File: src/rtl/uart_tx.sv
// 8N1 UART transmitter with a one-byte holding register behind the shifter.
// The next frame starts on the same edge the previous stop bit ends, so back-to-back frames have no idle gap.
module uart_tx #(
    parameter logic [23:0] BAUD_CNT_MAX = 24'd5207
) (
    input  logic       clk,
    input  logic       rst_n,
    input  logic [7:0] in_data,
    input  logic       in_valid,
    output logic       in_ready,
    output logic       tx,
    output logic       tx_busy,
    output logic       tx_done
);

    typedef enum logic [1:0] {
        IDLE,
        START,
        DATA,
        STOP
    } state_t;

    state_t      r_state;
    state_t      w_state_nxt;
    logic [7:0]  r_hold;
    logic [7:0]  w_hold_nxt;
    logic        r_hold_valid;
    logic        w_hold_valid_nxt;
    logic [7:0]  r_shift;
    logic [7:0]  w_shift_nxt;
    logic [23:0] r_baud_cnt;
    logic [23:0] w_baud_cnt_nxt;
    logic [2:0]  r_bit_cnt;
    logic [2:0]  w_bit_cnt_nxt;
    logic        r_tx;
    logic        w_tx_nxt;
    logic        r_done;
    logic        w_done_nxt;

    logic        w_accept;
    logic        w_bit_end;
    logic        w_load;

    assign w_accept  = in_valid && !r_hold_valid;
    assign w_bit_end = (r_baud_cnt == BAUD_CNT_MAX);

    always_ff @(posedge clk or negedge rst_n) begin
        if (!rst_n) begin
            r_state      <= IDLE;
            r_hold       <= '0;
            r_hold_valid <= 1'b0;
            r_shift      <= '0;
            r_baud_cnt   <= '0;
            r_bit_cnt    <= '0;
            r_tx         <= 1'b1;
            r_done       <= 1'b0;
        end else begin
            r_state      <= w_state_nxt;
            r_hold       <= w_hold_nxt;
            r_hold_valid <= w_hold_valid_nxt;
            r_shift      <= w_shift_nxt;
            r_baud_cnt   <= w_baud_cnt_nxt;
            r_bit_cnt    <= w_bit_cnt_nxt;
            r_tx         <= w_tx_nxt;
            r_done       <= w_done_nxt;
        end
    end

    always_comb begin
        w_state_nxt      = r_state;
        w_hold_nxt       = r_hold;
        w_hold_valid_nxt = r_hold_valid;
        w_shift_nxt      = r_shift;
        w_bit_cnt_nxt    = r_bit_cnt;
        w_tx_nxt         = r_tx;
        w_done_nxt       = 1'b0;
        w_load           = 1'b0;
        w_baud_cnt_nxt   = (r_state == IDLE || w_bit_end) ? '0 : r_baud_cnt + 24'd1;

        case (r_state)
            IDLE: begin
                w_load = r_hold_valid;
            end
            START: begin
                if (w_bit_end) begin
                    w_state_nxt   = DATA;
                    w_tx_nxt      = r_shift[0];
                    w_bit_cnt_nxt = '0;
                end
            end
            DATA: begin
                if (w_bit_end) begin
                    if (r_bit_cnt == 3'd7) begin
                        w_state_nxt = STOP;
                        w_tx_nxt    = 1'b1;
                    end else begin
                        w_shift_nxt   = {1'b0, r_shift[7:1]};
                        w_tx_nxt      = r_shift[1];
                        w_bit_cnt_nxt = r_bit_cnt + 3'd1;
                    end
                end
            end
            STOP: begin
                if (w_bit_end) begin
                    w_done_nxt = 1'b1;
                    if (r_hold_valid) begin
                        w_load = 1'b1;
                    end else begin
                        w_state_nxt = IDLE;
                        w_tx_nxt    = 1'b1;
                    end
                end
            end
            default: begin
                w_state_nxt = IDLE;
                w_tx_nxt    = 1'b1;
            end
        endcase

        // Transfer needs a full hold and acceptance needs an empty one, so these never overlap.
        if (w_load) begin
            w_state_nxt      = START;
            w_shift_nxt      = r_hold;
            w_hold_valid_nxt = 1'b0;
            w_baud_cnt_nxt   = '0;
            w_tx_nxt         = 1'b0;
        end
        if (w_accept) begin
            w_hold_nxt       = in_data;
            w_hold_valid_nxt = 1'b1;
        end
    end

    assign in_ready = !r_hold_valid;
    assign tx       = r_tx;
    assign tx_busy  = (r_state != IDLE);
    assign tx_done  = r_done;

endmodule
File: config.mk
export PLATFORM = sky130hd
export DESIGN_NAME = uart_tx
export DESIGN_NICKNAME = d
export VERILOG_FILES = /design/src/rtl/uart_tx.sv
export SDC_FILE = /design/constraint.sdc
export NUM_CORES = 1
export LEC_CHECK = 0
export CORE_UTILIZATION = 63
export DETAILED_ROUTE_END_ITERATION = 6
export GPL_TIMING_DRIVEN = 0
export PLACE_DENSITY = 0.84
export SETUP_SLACK_MARGIN = 0.4
export SLEW_MARGIN = 0
export SYNTH_ARGS = -nofsm -noshare
export SYNTH_HDL_FRONTEND = slang
export SYNTH_SLANG_ARGS = --single-unit
File: constraint.sdc
create_clock -name clk -period 4.1 [get_ports clk]
set_input_delay 0.82 -clock clk [delete_from_list [all_inputs] [get_ports clk]]
set_output_delay 0.82 -clock clk [all_outputs]
set_load 0.02 [all_outputs]
## Word-level counts from Yosys, hierarchy flattened

Index checks and enable logic that the tools add are counted.

| word-level totals | value |
|---|---|
| register bits | 48 |
| output and inout bits | 4 |
| input bits | 11 |
| word-level logic and storage cells | 69 |

| cells by class | value |
|---|---|
| eq/ne operators | 14 |
| add/subtract/negate cells | 2 |
| muxes and demuxes | 31 |
| reductions and logical operators | 14 |

Operators by type and width:

| kind | count |
|---|---|
| 2-to-1 mux 24 bit | 2 |
| 2-to-1 mux 8 bit | 4 |
| adder 24 x 1 -> 24 bit, second input constant | 1 |
| == test 24 x 13 -> 1 bit, second input constant | 1 |
| inequality test 3 bit, second input constant | 5 |
| 2-to-1 mux 1 bit | 12 |
| 2-to-1 mux 2 bit | 6 |
| nonzero test 2 bit | 5 |
| 2-to-1 mux 3 bit | 3 |
| inequality test 2 bit, second input constant | 4 |
| case mux 2 bit (3 select lines) | 1 |
| case mux 3 bit (2 select lines) | 1 |
| AND reduction 6 bit | 1 |
| AND reduction 5 bit | 1 |
| == test 2 bit, second input constant | 2 |
| AND reduction 4 bit | 1 |
| nonzero test 4 bit | 1 |
| adder 3 x 1 -> 3 bit, second input constant | 1 |
| == test 3 bit, second input constant | 1 |
| case mux 1 bit (3 select lines) | 1 |
| AND reduction 3 bit | 1 |
| == test 2 x 1 -> 1 bit, second input constant | 1 |
| zero test 2 bit | 1 |
| case mux 1 bit (2 select lines) | 1 |
| 3 further kinds | 3 |

## Depth between registers and ports, before layout

| logic depth | value |
|---|---|
| depth after elaboration | 5 |
| depth in mapped cells | 8 |

## Worst setup path before layout

OpenSTA, ideal clock, no wires.

| path | value |
|---|---|
| path kind | reg-to-reg |
| start | reg r_baud_cnt[7] |
| end | reg r_shift[1] |
| period minus slack after synthesis | 1.857 ns |
| stages on the path, launching flop included | 7 |
| setup time | 0.119 ns |
| path slack | 2.243 ns |
| data arrival time | 1.738 ns |
| required time | 3.981 ns |
| path through | dfrtp_1 > nor4b_2 > nand4_2 > nor4_4 > buf_6 > mux2i_1 > o21ai_2 |

| on the way | value |
|---|---|
| word-level cells in the longest chain between the ends | 5 |

Ends and longest elaborated chain:

| element | RTL line | text |
|---|---|---|
| from (decl) | 31 | `logic [23:0] r_baud_cnt;` |
| from (signal assigned) | 62 | `r_baud_cnt <= w_baud_cnt_nxt;` |
| == test 24 x 13 -> 1 bit * | 45 | `assign w_bit_end = (r_baud_cnt == BAUD_CNT_MAX);` |
| 2-to-1 mux 1 bit | 104 | `if (w_bit_end) begin` |
| case mux 1 bit (2 select lines) | 80 | `case (r_state)` |
| inequality test 2 bit (no line) or nonzero test 2 bit (tied branches) | - |  |
| AND reduction 3 bit (no line) | - |  |
| to (signal assigned) | 61 | `r_shift <= w_shift_nxt;` |
| to (decl) | 29 | `logic [7:0] r_shift;` |

Mark *: on every way between the ends. The rest lies on a longest branch, timed or not.
A chain may end at the register's enable or synchronous reset.

## Final worst setup path

| path | value |
|---|---|
| start | reg r_state[0] |
| end | out tx_busy |

| on the way | value |
|---|---|
| word-level cells in the longest chain between the ends | 1 |

Ends and longest elaborated chain:

| element | RTL line | text |
|---|---|---|
| from (decl) | 23 | `state_t r_state;` |
| from (signal assigned) | 58 | `r_state <= w_state_nxt;` |
| nonzero test 2 bit | 136 | `assign tx_busy = (r_state != IDLE);` |
| to (decl) | 12 | `output logic tx_busy,` |

Every way passes these cells.

==> out/results.tsv <==
metric	value	unit
outcome	finished clean	
HP Class	input pin to async pin	
Synth Net Count	244	
kind of critical path	register to output port	
Leak	0.00120	uW
Core Box Area	3720	um2
vias in the first global route	1607	
Synth Warn #	0	
crit-path max FO	4	
Psw	196	uW
Compound-Gate Fraction of Synth Area	0.0758	
relative slew slack	0.482	
# DRC	0	
Seq cells post-synth	48	
pwr/cell area	330	nW/um2
Worst R2R Path Depth	5	
die area	4190	um2
max-slew violations	0	
Starting DRT DRC Count	81	
Die X	64.7	um
leading cell type by number of instances after synthesis	dfrtp_1	
finished layout cell area	2800	um2
Synth area leader	dfrtp_1	
vias	1686	
Final Cycle Share	0.607	
multi-input logic area	1170	um2
# IOs	15	
Async S/R FF share, synth	1.00	
Die Height	64.7	um
Post-Synth Adder-Cell Area	0.0354	
synthesized cell area	2480	um2
Post-Syn Instances	226	
Post-synth EDFFs	0	
startpoint types	register	
Hold Buf Count CTS	0	
Layout Skew	0.00296	ns
wire length per cell	14.4	um
worst-skew pair later-pin latency	0.30	ns
FILL cells	267	
combinational power share	0.069	
final setup TNS	0	ns
mean post-synth cell area	11.0	um2
clock slew at reported path FFs	0.08	ns
Critical Path Max Stage Delay	0.60	ns
Max IR drop VDD	0.000244	V
Ant. Diodes	0	
Min Hold Slack	0.429	ns
PortBufs	14	
min cycle time layout	2.49	ns
post-synth cell types	40	
gpl congestion	0.837	
Congestion Overflow GR	0	
Final ANT Viol Nets	0	
clock buffer depth	2	
Num CTS Buffers	5	
r2r setup slk	1.90	ns
type of destination of the critical path	output port	
critical path arrival	1.67	ns
DPL Wire Length	3060	um
RSZ-0062 raised after global routing	false	
max frequency	0.402	GHz
critical path, cell by cell	inv_1 > ha_1 > inv_1 > clkdlybuf4s50_1	
register area	1200	um2
final hold vios	0	
final worst slack	1.61	ns
first-pass GRT wire length	7360	um
post-synthesis mux area share	0.0692	
Layout Nets	266	
drt via density	5.68	
area growth from synthesis to layout	13.0	%
Synth area leaders	dfrtp_1 47%, xor2_1 4.2%, mux2_2 4.1%, nor2_1 4.1%, ha_1 3.5%	
Yosys top cell area share	0.475	
Post-CTS Setup Bufs	0	
final cell count without fillers	297	
WP data required	3.28	ns
initial antenna violation count	0	
initial core utilization	0.667	
Routed WL	4260	um
# Max-Cap Violations	0	
GRT Total Usage	0.232	
most frequent CP cell	inv_1	
Post-CTS Resized	0	
register area share after synthesis	0.485	
largest net degree at the start of global routing	34	
post-place setup slack	1.80	ns
largest family of logic cells by synthesized area	simple AND/OR/NAND/NOR gates	
router iterations before antenna repair	4	
CTS tree	built	
Synth Area in Simple Gates	0.222	
Clock power frac	0.360	
Post-Synth XOR/XNOR Area	0.0707	
top cells by count, synth	47 x dfrtp_1, 27 x nor2_1, 20 x nand2_1	
post-placement cell count	289	
row count	22	
CP max stage cell	clkdlybuf4s50_1	
sw frac	0.212	
Synth Flop Type	dfrtp_1	
Setup Viol. Count Final	0	
layout cells sized above 1	0.185	
actual slew at the worst max-slew pin	0.770	ns
CTS Root Cell	clkbuf_8	
Placed Area	2690	um2
clock sinks	48	
sequential power share	0.571	
P_int	729	uW
H-Tree Depth	2	
stage by stage:
step,utilization,power (uW)
CTS,0.754,936
floorplan,-,569
global placement,0.721,595
global route,0.754,961
detailed placement,0.725,603
finish,0.754,925
state kept, by name, indices dropped and copies added (netlist names):
name and cells:
r_baud_cnt 24, tx 1, r_state 2, r_shift 8, r_bit_cnt 3, r_hold 8, tx_done 1, r_hold_valid 1
power by group through the flow:
stage,Clock (uW),Combinational (uW),Sequential [uW]
floorplan,0,38.0,531
global placement,0,59.5,535
finish,333,63.6,528
CTS,343,65.3,528
global route,360,69.0,533
detailed placement,0,65.2,537
cells in the final DEF, fill, tap and decap left out, types with 6 or more instances in the layout:
cell / n
nand4_1: 9
mux2i_1: 7
o21ai_2: 6
inv_1: 9
nor2_1: 27
nor3_1: 6
xnor2_1: 8
xor2_1: 12
nand2_1: 20
clkdlybuf4s50_1: 13
ha_1: 7
mux2_2: 9
dfrtp_1: 47
layout make-up:
cell class / count / area share
flip-flops and latches: 48 / 0.429
clock inverters: 2 / 0.0125
well taps: 48 / 0.0214
repair buffers: 15 / 0.0554
inverters: 9 / 0.0121
clock buffers: 6 / 0.0259
plain buffers: 9 / 0.0246
multi-input cells: 160 / 0.419
per-layer routing:
| layer | track usage | wire [um] | up-vias |
|---|---|---|---|
| met4 | 0.0806 | 54 | 0 |
| met1 | 0.314 | 2030 | 815 |
| li1 | - | - | 832 |
| met5 | 0 | 0 | - |
| met3 | 0.0581 | 165 | 5 |
| met2 | 0.363 | 2020 | 34 |
worst max-delay path: cells and delay by family, from the launching register on:
family     cells  cell delay, ns
fa+ha+maj      1            0.21
flops          1            0.40
buf+inv        3            0.77
logic make-up (layout without fill, tap and decap cells):
| logic type | after synthesis | in the layout |
|---|---|---|
| buffers and inverters | 18 | 41 |
| XOR/XNOR | 20 | 20 |
| AND/OR/NAND/NOR | 92 | 92 |
| AO/OA/AOI/OAI | 25 | 25 |
| flip-flops | 48 | 48 |
| adder cells (fa/ha/maj) | 7 | 7 |
| multiplexers | 16 | 16 |
worst paths after layout:
path / start / to
worst max register to register: r_baud_cnt[17] / r_baud_cnt[10]
worst min register to register: r_hold[7] / r_shift[7]
worst max-delay path: r_state[0] / tx_busy
max in group asynchronous: rst_n / r_shift[4]
worst min-delay path: rst_n / r_baud_cnt[8]
min in group clk: r_hold[7] / r_shift[7]
Power figures use the tool's default switching activity.
